===== src/rtl/bcd_seg_scan.sv =====
// bcd_seg_scan: time-multiplexed 7-segment driver for a packed BCD word.
// Words arrive on a valid/ready handshake into a one-entry pending buffer
// and are committed to the display register only at frame starts. Each digit
// slot is a dead-time BLANK phase followed by a DRIVE phase.
// Optional feature macro: BCD_SEG_LZB_EN (leading-zero blanking).
module bcd_seg_scan #(
  parameter int NUM_DIGITS     = 3,
  parameter int REFRESH_DIV    = 50000,
  parameter int BLANK_CYCLES   = 16,
  parameter bit SEG_ACTIVE_LOW = 1'b1,
  parameter bit AN_ACTIVE_LOW  = 1'b1
) (
  input  logic                    clk,
  input  logic                    rst,
  input  logic [4*NUM_DIGITS-1:0] bcd_in,
  input  logic                    bcd_valid,
  output logic                    bcd_ready,
  output logic [6:0]              seg,
  output logic [NUM_DIGITS-1:0]   an,
  output logic                    frame_tick,
  output logic                    bcd_err
);

  localparam int MAX_COUNT = (REFRESH_DIV > BLANK_CYCLES) ? REFRESH_DIV : BLANK_CYCLES;
  localparam int CW        = (MAX_COUNT > 1) ? $clog2(MAX_COUNT) : 1;
  localparam int IW        = $clog2(NUM_DIGITS);

  localparam logic [CW-1:0]         BLANK_LAST = CW'(BLANK_CYCLES - 1);
  localparam logic [CW-1:0]         DRIVE_LAST = CW'(REFRESH_DIV - 1);
  localparam logic [IW-1:0]         IDX_LAST   = IW'(NUM_DIGITS - 1);
  localparam logic [6:0]            SEG_OFF    = SEG_ACTIVE_LOW ? 7'h7F : 7'h00;
  localparam logic [NUM_DIGITS-1:0] AN_OFF     = AN_ACTIVE_LOW ? {NUM_DIGITS{1'b1}} : '0;

  typedef enum logic [0:0] {
    BLANK = 1'b0,
    DRIVE = 1'b1
  } state_t;

  state_t                  state, state_n;
  logic [IW-1:0]           idx, idx_n;
  logic [CW-1:0]           cnt, cnt_n;
  logic                    started;
  logic [4*NUM_DIGITS-1:0] pend_word;
  logic                    pend_full, pend_full_n;
  logic [4*NUM_DIGITS-1:0] disp, disp_n;
  logic                    frame_start;
  logic                    accept, commit;
  logic [3:0]              cur_nib;
  logic                    digit_blank;
  logic                    err_n;
  logic [6:0]              seg_hi, seg_n;
  logic [NUM_DIGITS-1:0]   an_hi, an_n;

  // Active-high segment pattern for one BCD digit; A-F light nothing.
  function automatic logic [6:0] decode(input logic [3:0] d);
    logic [6:0] p;
    p = 7'h00;
    case (d)
      4'd0: p = 7'h3F;
      4'd1: p = 7'h06;
      4'd2: p = 7'h5B;
      4'd3: p = 7'h4F;
      4'd4: p = 7'h66;
      4'd5: p = 7'h6D;
      4'd6: p = 7'h7D;
      4'd7: p = 7'h07;
      4'd8: p = 7'h7F;
      4'd9: p = 7'h6F;
      default: p = 7'h00;
    endcase
    return p;
  endfunction

  // Next scan position; the first edge after reset lands on the frame start.
  always_comb begin
    state_n = state;
    idx_n   = idx;
    cnt_n   = cnt;
    if (!started) begin
      state_n = BLANK;
      idx_n   = '0;
      cnt_n   = '0;
    end else if (state == BLANK) begin
      if (cnt == BLANK_LAST) begin
        state_n = DRIVE;
        cnt_n   = '0;
      end else begin
        cnt_n = cnt + 1'b1;
      end
    end else begin
      if (cnt == DRIVE_LAST) begin
        state_n = BLANK;
        cnt_n   = '0;
        idx_n   = (idx == IDX_LAST) ? '0 : idx + 1'b1;
      end else begin
        cnt_n = cnt + 1'b1;
      end
    end
    frame_start = (state_n == BLANK) && (idx_n == '0) && (cnt_n == '0);
  end

  // Handshake and frame-boundary commit of the pending word.
  always_comb begin
    accept      = bcd_valid && bcd_ready;
    commit      = frame_start && pend_full;
    disp_n      = commit ? pend_word : disp;
    pend_full_n = pend_full;
    if (accept) begin
      pend_full_n = 1'b1;
    end else if (commit) begin
      pend_full_n = 1'b0;
    end
  end

  // Digit selection, optional leading-zero blanking and error flag.
  always_comb begin
    cur_nib     = disp_n[idx_n*4 +: 4];
    err_n       = 1'b0;
    for (int k = 0; k < NUM_DIGITS; k++) begin
      if (disp_n[k*4 +: 4] > 4'd9) begin
        err_n = 1'b1;
      end
    end
`ifdef BCD_SEG_LZB_EN
    begin : lzb
      logic [NUM_DIGITS-1:0] upper_zero;
      upper_zero = '0;
      upper_zero[NUM_DIGITS-1] = (disp_n[4*NUM_DIGITS-1 -: 4] == 4'd0);
      for (int k = NUM_DIGITS - 2; k >= 1; k--) begin
        upper_zero[k] = upper_zero[k+1] && (disp_n[k*4 +: 4] == 4'd0);
      end
      upper_zero[0] = 1'b0;
      digit_blank = upper_zero[idx_n];
    end
`else
    digit_blank = 1'b0;
`endif
  end

  // Output patterns for the state being entered, polarity applied last.
  always_comb begin
    seg_hi = 7'h00;
    an_hi  = '0;
    if ((state_n == DRIVE) && !digit_blank) begin
      seg_hi = decode(cur_nib);
      an_hi  = NUM_DIGITS'(1) << idx_n;
    end
    seg_n = SEG_ACTIVE_LOW ? ~seg_hi : seg_hi;
    an_n  = AN_ACTIVE_LOW ? ~an_hi : an_hi;
  end

  // Scan FSM with all state and outputs registered together.
  always_ff @(posedge clk or posedge rst) begin
    if (rst) begin
      state      <= BLANK;
      idx        <= '0;
      cnt        <= '0;
      started    <= 1'b0;
      pend_word  <= '0;
      pend_full  <= 1'b0;
      disp       <= '0;
      seg        <= SEG_OFF;
      an         <= AN_OFF;
      frame_tick <= 1'b0;
      bcd_ready  <= 1'b0;
      bcd_err    <= 1'b0;
    end else begin
      state      <= state_n;
      idx        <= idx_n;
      cnt        <= cnt_n;
      started    <= 1'b1;
      if (accept) begin
        pend_word <= bcd_in;
      end
      pend_full  <= pend_full_n;
      disp       <= disp_n;
      seg        <= seg_n;
      an         <= an_n;
      frame_tick <= frame_start;
      bcd_ready  <= ~pend_full_n;
      bcd_err    <= err_n;
    end
  end

endmodule


===== config.mk =====
export PLATFORM = sky130hd
export DESIGN_NAME = bcd_seg_scan
export DESIGN_NICKNAME = d
export VERILOG_FILES = /design/src/rtl/bcd_seg_scan.sv
export SDC_FILE = /design/constraint.sdc
export NUM_CORES = 1
export LEC_CHECK = 0
export CAP_MARGIN = 5
export CORE_ASPECT_RATIO = 2
export CORE_MARGIN = 1.5
export CORE_UTILIZATION = 30
export DETAILED_ROUTE_END_ITERATION = 16
export MAX_ROUTING_LAYER = met4
export SYNTH_ARGS = -nofsm -noshare
export SYNTH_HDL_FRONTEND = slang
export SYNTH_SLANG_ARGS = --single-unit

===== constraint.sdc =====
create_clock -name clk -period 5.4 [get_ports clk]
set_input_delay 1.08 -clock clk [delete_from_list [all_inputs] [get_ports clk]]
set_output_delay 1.08 -clock clk [all_outputs]
set_load 0.05 [all_outputs]

==> results of run 1 <==
==> registers in the layout, summed over array words and instances, names as in the netlist <==
| signal | cells |
|---|---|
| cnt | 16 |
| pend_full | 1 |
| disp | 12 |
| state | 1 |
| bcd_ready | 1 |
| frame_tick | 1 |
| bcd_err | 1 |
| idx | 2 |
| pend_word | 12 |
| seg | 7 |
| an | 3 |
| started | 1 |
==> worst min path at each step <==
stage | slack [ps] | endpoint | from
finish | 490 | disp[4] | disp[4]
global route | 520 | pend_word[6] | pend_word[6]
CTS | 500 | disp[0] | disp[0]
detailed placement | 480 | disp[4] | disp[4]
global placement | 480 | disp[9] | disp[9]
floorplan | 450 | disp[0] | disp[0]
==> area by class of cell <==
cell class                      instances  area share
Multi-Input combinational cell        181       0.371
Tap cell                              104      0.0366
Clock buffer                           12      0.0750
Timing Repair Buffer                   30      0.0824
Inverter                               15      0.0158
Clock inverter                          4     0.00704
Sequential cell                        58       0.412
==> cells by family after synthesis <==
logic type	synth area share
AND/OR/NAND/NOR	0.176
flip-flops	0.506
AO/OA/AOI/OAI	0.0849
multiplexers	0.111
buffers and inverters	0.0368
XOR/XNOR	0.0576
adder cells (fa/ha/maj)	0.0260
other	0.00130
==> stage by stage <==
step                      power [mW]  instances  hold WS (ps)
after CTS                       1.45        404           497
after global placement         0.893        388           475
after floorplan                0.808        264           448
after detailed placement       0.902        388           483
after global routing            1.51        404           515
final                           1.43        404           494
==> per-layer routing <==
metal,GRT usage,up-vias
met2,0.237,40
li1,-,986
met3,0.0256,20
met4,0.0933,0
met1,0.131,1019
met5,-,-
==> layout by cell type (no fill, tap or decap), types with 2 or more instances in the layout <==
cell,n
dfrtp_1,48
nor2_1,27
clkdlybuf4s50_1,27
mux2_2,21
nand2_1,18
inv_1,14
xnor2_1,14
nand3_1,10
dfstp_2,10
nor3_1,9
o21ai_0,9
clkbuf_16,9
mux2i_1,7
a21oi_1,6
ha_1,6
xor2_1,5
nand4_1,4
nor4_1,3
a31oi_1,3
a222oi_1,3
clkbuf_8,3
buf_4,3
and3_1,2
o21a_1,2
o31a_1,2
and2_0,2
nor3b_2,2
clkinvlp_4,2
clkinv_2,2
==> power breakdown <==
| group | switching, mW | leakage (nW) | internal (mW) |
|---|---|---|---|
| logic | 0.176 | 0.677 | 0.156 |
| registers | 0.0442 | 0.708 | 0.515 |
| clock network | 0.193 | 0.141 | 0.346 |
==> worst max-delay path, stage by stage (launching register included) <==
cell and delay, ps:
dfrtp_1 440, nand4_1 280, nor3_1 310, xnor2_1 250, nand4_1 270, a32oi_4 290, nand4b_4 310, mux2_2 380
and2_0 140, a221oi_1 550, ha_1 250, inv_1 50, or4_1 520, mux2i_1 140, a31oi_1 60
==> qor.yml, run 1 <==
timing:
  min_period_ps: 4370
  setup_ws_ps: 1030
  post-route-period-util: 0.809
  clock_skew_ps: 7.56
  tns_ps: 0
  setup_violations: 0
  final_hold_viol_count: 0
  timing.fmax_ghz: 0.229
  max_slew.worst_pin.slew_ps: 726
  drv_slew: 0
  rsz0062_at_grt: "no"
  slew_headroom: 0.516
global_routing:
  antenna_found_initial: 0
  grt_pass1_vias: 2181
  grt_overflow: 0
  grt_pass1_wl_um: 10200
  grt_max_degree: 59
  grtUsageTotal: 0.136
floorplanning:
  die_h_um: 142
  core_area_um2: 9380
  rows: 50
  pin_count: 28
  die-area_um2: 10300
  start_util: 0.308
  fp.dieW_um: 72.4
placement:
  io_buffers: 27
  dpl_cell_area_um2: 3260
  dpl.hpwl_um: 4530
  gp_congestion: 0.914
  pre_cts_ws_ps: 1030
worst_setup_path:
  worst-r2r-cell-count: 14
  worst_r2r_endpoint: "seg[4]"
  r2r_start: "cnt[3]"
  crit_path_end: "seg[4]"
  cp_data_arrival_time_ps: 4580
  critPathLaunchType: "flop"
  cp_data_required_time_ps: 5610
  cp_max_fo: 17
  end_kind: "flop"
  crit_type: "reg -> reg"
  regToRegSetupSlack_ps: 1030
  cp-startpoint: "cnt[3]"
yosys:
  synth_top_cells_by_count: "dfrtp_1 (48), nor2_1 (27), mux2_2 (21), nand2_1 (18), inv_1 (15)"
  syn_inst: 264
  ys_seq_elements: 58
  syn_area_per_cell_um2: 10.9
  synth_top_area_frac: 0.416
  netlist_top_cells_area: "dfrtp_1 (42%), dfstp_2 (9.1%), mux2_2 (8.2%)"
  syn_nets: 285
  synth_area_leader_cell: "dfrtp_1"
  ys_types: 54
  yosysMostFrequentCell: "dfrtp_1"
  yosysSeqAreaShare: 0.506
  ys_async_sr_fraction: 1.00
  syn-cell-area_um2: 2890
  synth_flop_cell: "dfrtp_1"
  ys_warn_count: 0
  synth_edf_count: 0
cells_and_area:
  multi_input_area_um2: 1320
  utilization: 0.379
  syn2layout_area_growth_pct: 23.0
  drive_above_1_share: 0.203
  final_nets: 316
  design_area_um2: 3550
  diodes: 0
  seq_area_um2: 1460
  fillers: 941
drt:
  drc_errors: 0
  dr_wl_met2_um: 3480
  wirelength_met1_um: 2180
  routed_via_density: 5.11
  met3WireLength_um: 142
  detail_route.wl_per_cell_um: 15.1
  drt-pass1-iter-count: 4
  drt_iter0_drc: 49
  vias: 2065
  ant_nets: 0
  wl_um: 6080
  highest_layer: "met4"
cts:
  cts.sinks: 58
  ctsResizeCount: 0
  clk_latency_ps: 330
  cts_setup_buffers: 0
  cts-htree-levels: 3
  cts_buffer_depth: 2
  cts_made_buffers: 9
  path_clk_slew_ps: 50
  cts_tree: "yes"
  cts_root_buf: "clkbuf_16"
  postCtsHoldBufs: 0
run_status:
  status: "finished clean"
power_and_ir_drop:
  irDropWorstVdd_uv: 290
  leakagePower_nw: 1.53
  powerDensity_nw_per_um2: 402
hold_path:
  worstHoldPathType: "reg -> reg"
  min_path_cells: 2
job:
  max_cap_violations: 0
(Power assumes the default switching activity.)
==> run 2: changes to the inputs <==
Clock period 5.4 ns to 4.1 ns, I/O delays scaled along.
==> qor.yml, run 2 (same netlist as run 1, synthesis figures left out) <==
timing:
  min_period_ps: 3780  # -594 ps
  timing.fmax_ghz: 0.265  # +16%
  tns_ps: 0  # unchanged
  max_slew.worst_pin.slew_ps: 900  # +174 ps
  clock_skew_ps: 6.28  # -1.28 ps
  post-route-period-util: 0.921  # +0.112
  setup_violations: 0  # unchanged
  drv_slew: 0  # unchanged
  final_hold_viol_count: 0  # unchanged
  rsz0062_at_grt: "no"
  slew_headroom: 0.399  # -0.117
global_routing:
  grt_pass1_vias: 2195  # +0.64%
  grtUsageTotal: 0.142  # +0.00659
  grt_overflow: 0  # unchanged
  grt_pass1_wl_um: 10600  # +3.8%
  antenna_found_initial: 0  # unchanged
  grt_max_degree: 44  # -25%
worst_setup_path:
  cp_max_fo: 5  # -12
  cpPeakStageDelay_ps: 510  # -40 ps
  crit_type: "reg -> reg"
  cp_top_family: "simple AND/OR/NAND/NOR gates"
  path_cells: "ha_1, and3_1, and3_1, a21oi_1, nand2_1, a32oi_4, nand4b_4, mux2_2, and2_0, a221oi_1, ha_1, inv_1, or4_1, mux2i_1, a31oi_1"
  crit_buf_inv: 1  # unchanged
  crit_slowest_cell: "or4_1"
  critPathLaunchType: "flop"
  cp_data_arrival_time_ps: 4010  # -570 ps
  end_kind: "flop"
  cp_data_required_time_ps: 4340  # -1270 ps
drt:
  drt_iter0_drc: 130  # +170%
  drc_errors: 0  # unchanged
  detail_route.wl_per_cell_um: 15.5  # +3.1%
  ant_nets: 0  # unchanged
  routed_via_density: 5.11  # unchanged
  drt-pass1-iter-count: 5  # +1
  vias: 2065  # unchanged
  wl_um: 6280  # +3.1%
cts:
  postCtsHoldBufs: 0  # unchanged
  ctsResizeCount: 0  # unchanged
  cts_made_buffers: 9  # unchanged
  cts_tree: "yes"
  cts_root_buf: "clkbuf_16"
  cts_buffer_depth: 2  # unchanged
  path_clk_slew_ps: 50  # about the same
  cts-htree-levels: 3  # unchanged
  cts.sinks: 58  # unchanged
  clk_latency_ps: 320  # about the same
  cts_setup_buffers: 0  # unchanged
cells_and_area:
  reg_top3: "cnt: 16 flops, disp: 12 flops, pend_word: 12 flops"
  mostFrequentLayoutCell: "dfrtp_1"
  fillers: 926  # -1.6%
  syn2layout_area_growth_pct: 23.5
  largest_reg_flops: 16  # unchanged
  diodes: 0  # unchanged
  multi_input_area_um2: 1320  # unchanged
  top_register: "cnt"
  final_nets: 318  # +0.63%
  drive_above_1_share: 0.203  # unchanged
  utilization: 0.381  # +0.00173
  layout_common_cells: "dfrtp_1 (48), nor2_1 (27), clkdlybuf4s50_1 (27), mux2_2 (21), nand2_1 (18)"
  seq_area_um2: 1460  # unchanged
placement:
  dpl.hpwl_um: 4700  # +3.8%
  io_buffers: 27  # unchanged
  gp_congestion: 0.874  # -4.4%
job:
  max_cap_violations: 0  # unchanged
floorplanning:
  die-area_um2: 10300  # unchanged
  core_area_um2: 9380  # unchanged
  start_util: 0.308  # unchanged
  rows: 50  # unchanged
  fp.dieW_um: 72.4  # unchanged
  pin_count: 28  # unchanged
  die_h_um: 142  # unchanged
hold_path:
  worstHoldPathType: "reg -> reg"
power_and_ir_drop:
  powerDensity_nw_per_um2: 539  # +34%
  leakagePower_nw: 1.54  # +1.0%
  irDropWorstVdd_uv: 398  # +37%
run_status:
  status: "finished clean"
## run 2: cell types whose count changed in the layout (fill, tap and decap cells not counted), sizes merged
| cell | change |
|---|---|
| clkinvlp | -2 |
| bufinv | +1 |
| buf | +2 |
| clkbuf | -1 |
## run 2: routing by layer
layer,global-route usage,up-vias,wire (um)
met5,-,-,0
li1,-,986,-
met1,0.139,1020,2220
met4,0.0814,0,233
met2,0.253,40,3660
met3,0.0284,19,156
## run 2: power breakdown
part / total [mW] / switching [mW] / internal [mW]
logic: 0.452 / 0.237 / 0.214
registers: 0.739 / 0.0595 / 0.679
clock network: 0.736 / 0.243 / 0.493
total: 1.93 / 0.540 / 1.39
## run 2: final timing paths
kind / from / to / slack, ps / cells past startpoint
max: cnt[0] / seg[4] / 320 / 15
min: disp[4] / disp[4] / 480 / 2
max reg2reg: cnt[0] / seg[4] / 320 / 15
min reg2reg: disp[4] / disp[4] / 480 / 2
max in group asynchronous: rst / cnt[2] / 2340 / 3
min in group asynchronous: rst / frame_tick / 1000 / 2
## run 2: final cells by class
cell class	instances	area share
Clock inverter	3	0.0112
Sequential cell	58	0.410
Inverter	15	0.0158
Multi-Input combinational cell	181	0.370
Clock buffer	11	0.0708
Tap cell	104	0.0364
Timing Repair Buffer	32	0.0862
## run 2: worst min-delay path, delay by kind of cell (launching register included)
family,cells,cell delay [ps]
flip-flops,1,320
buffers and inverters,1,70
multiplexers,1,60
## run 2: stage by stage
stage	area (um2)	hold slack, ps	std cells	power [mW]	setup slack, ps
after floorplan	2890	448	264	1.06	291
after global placement	3280	476	390	1.19	407
after detailed placement	3280	473	390	1.21	316
after CTS	3570	484	404	1.95	299
after global routing	3570	523	404	2.03	43.3
final	3570	482	404	1.93	324
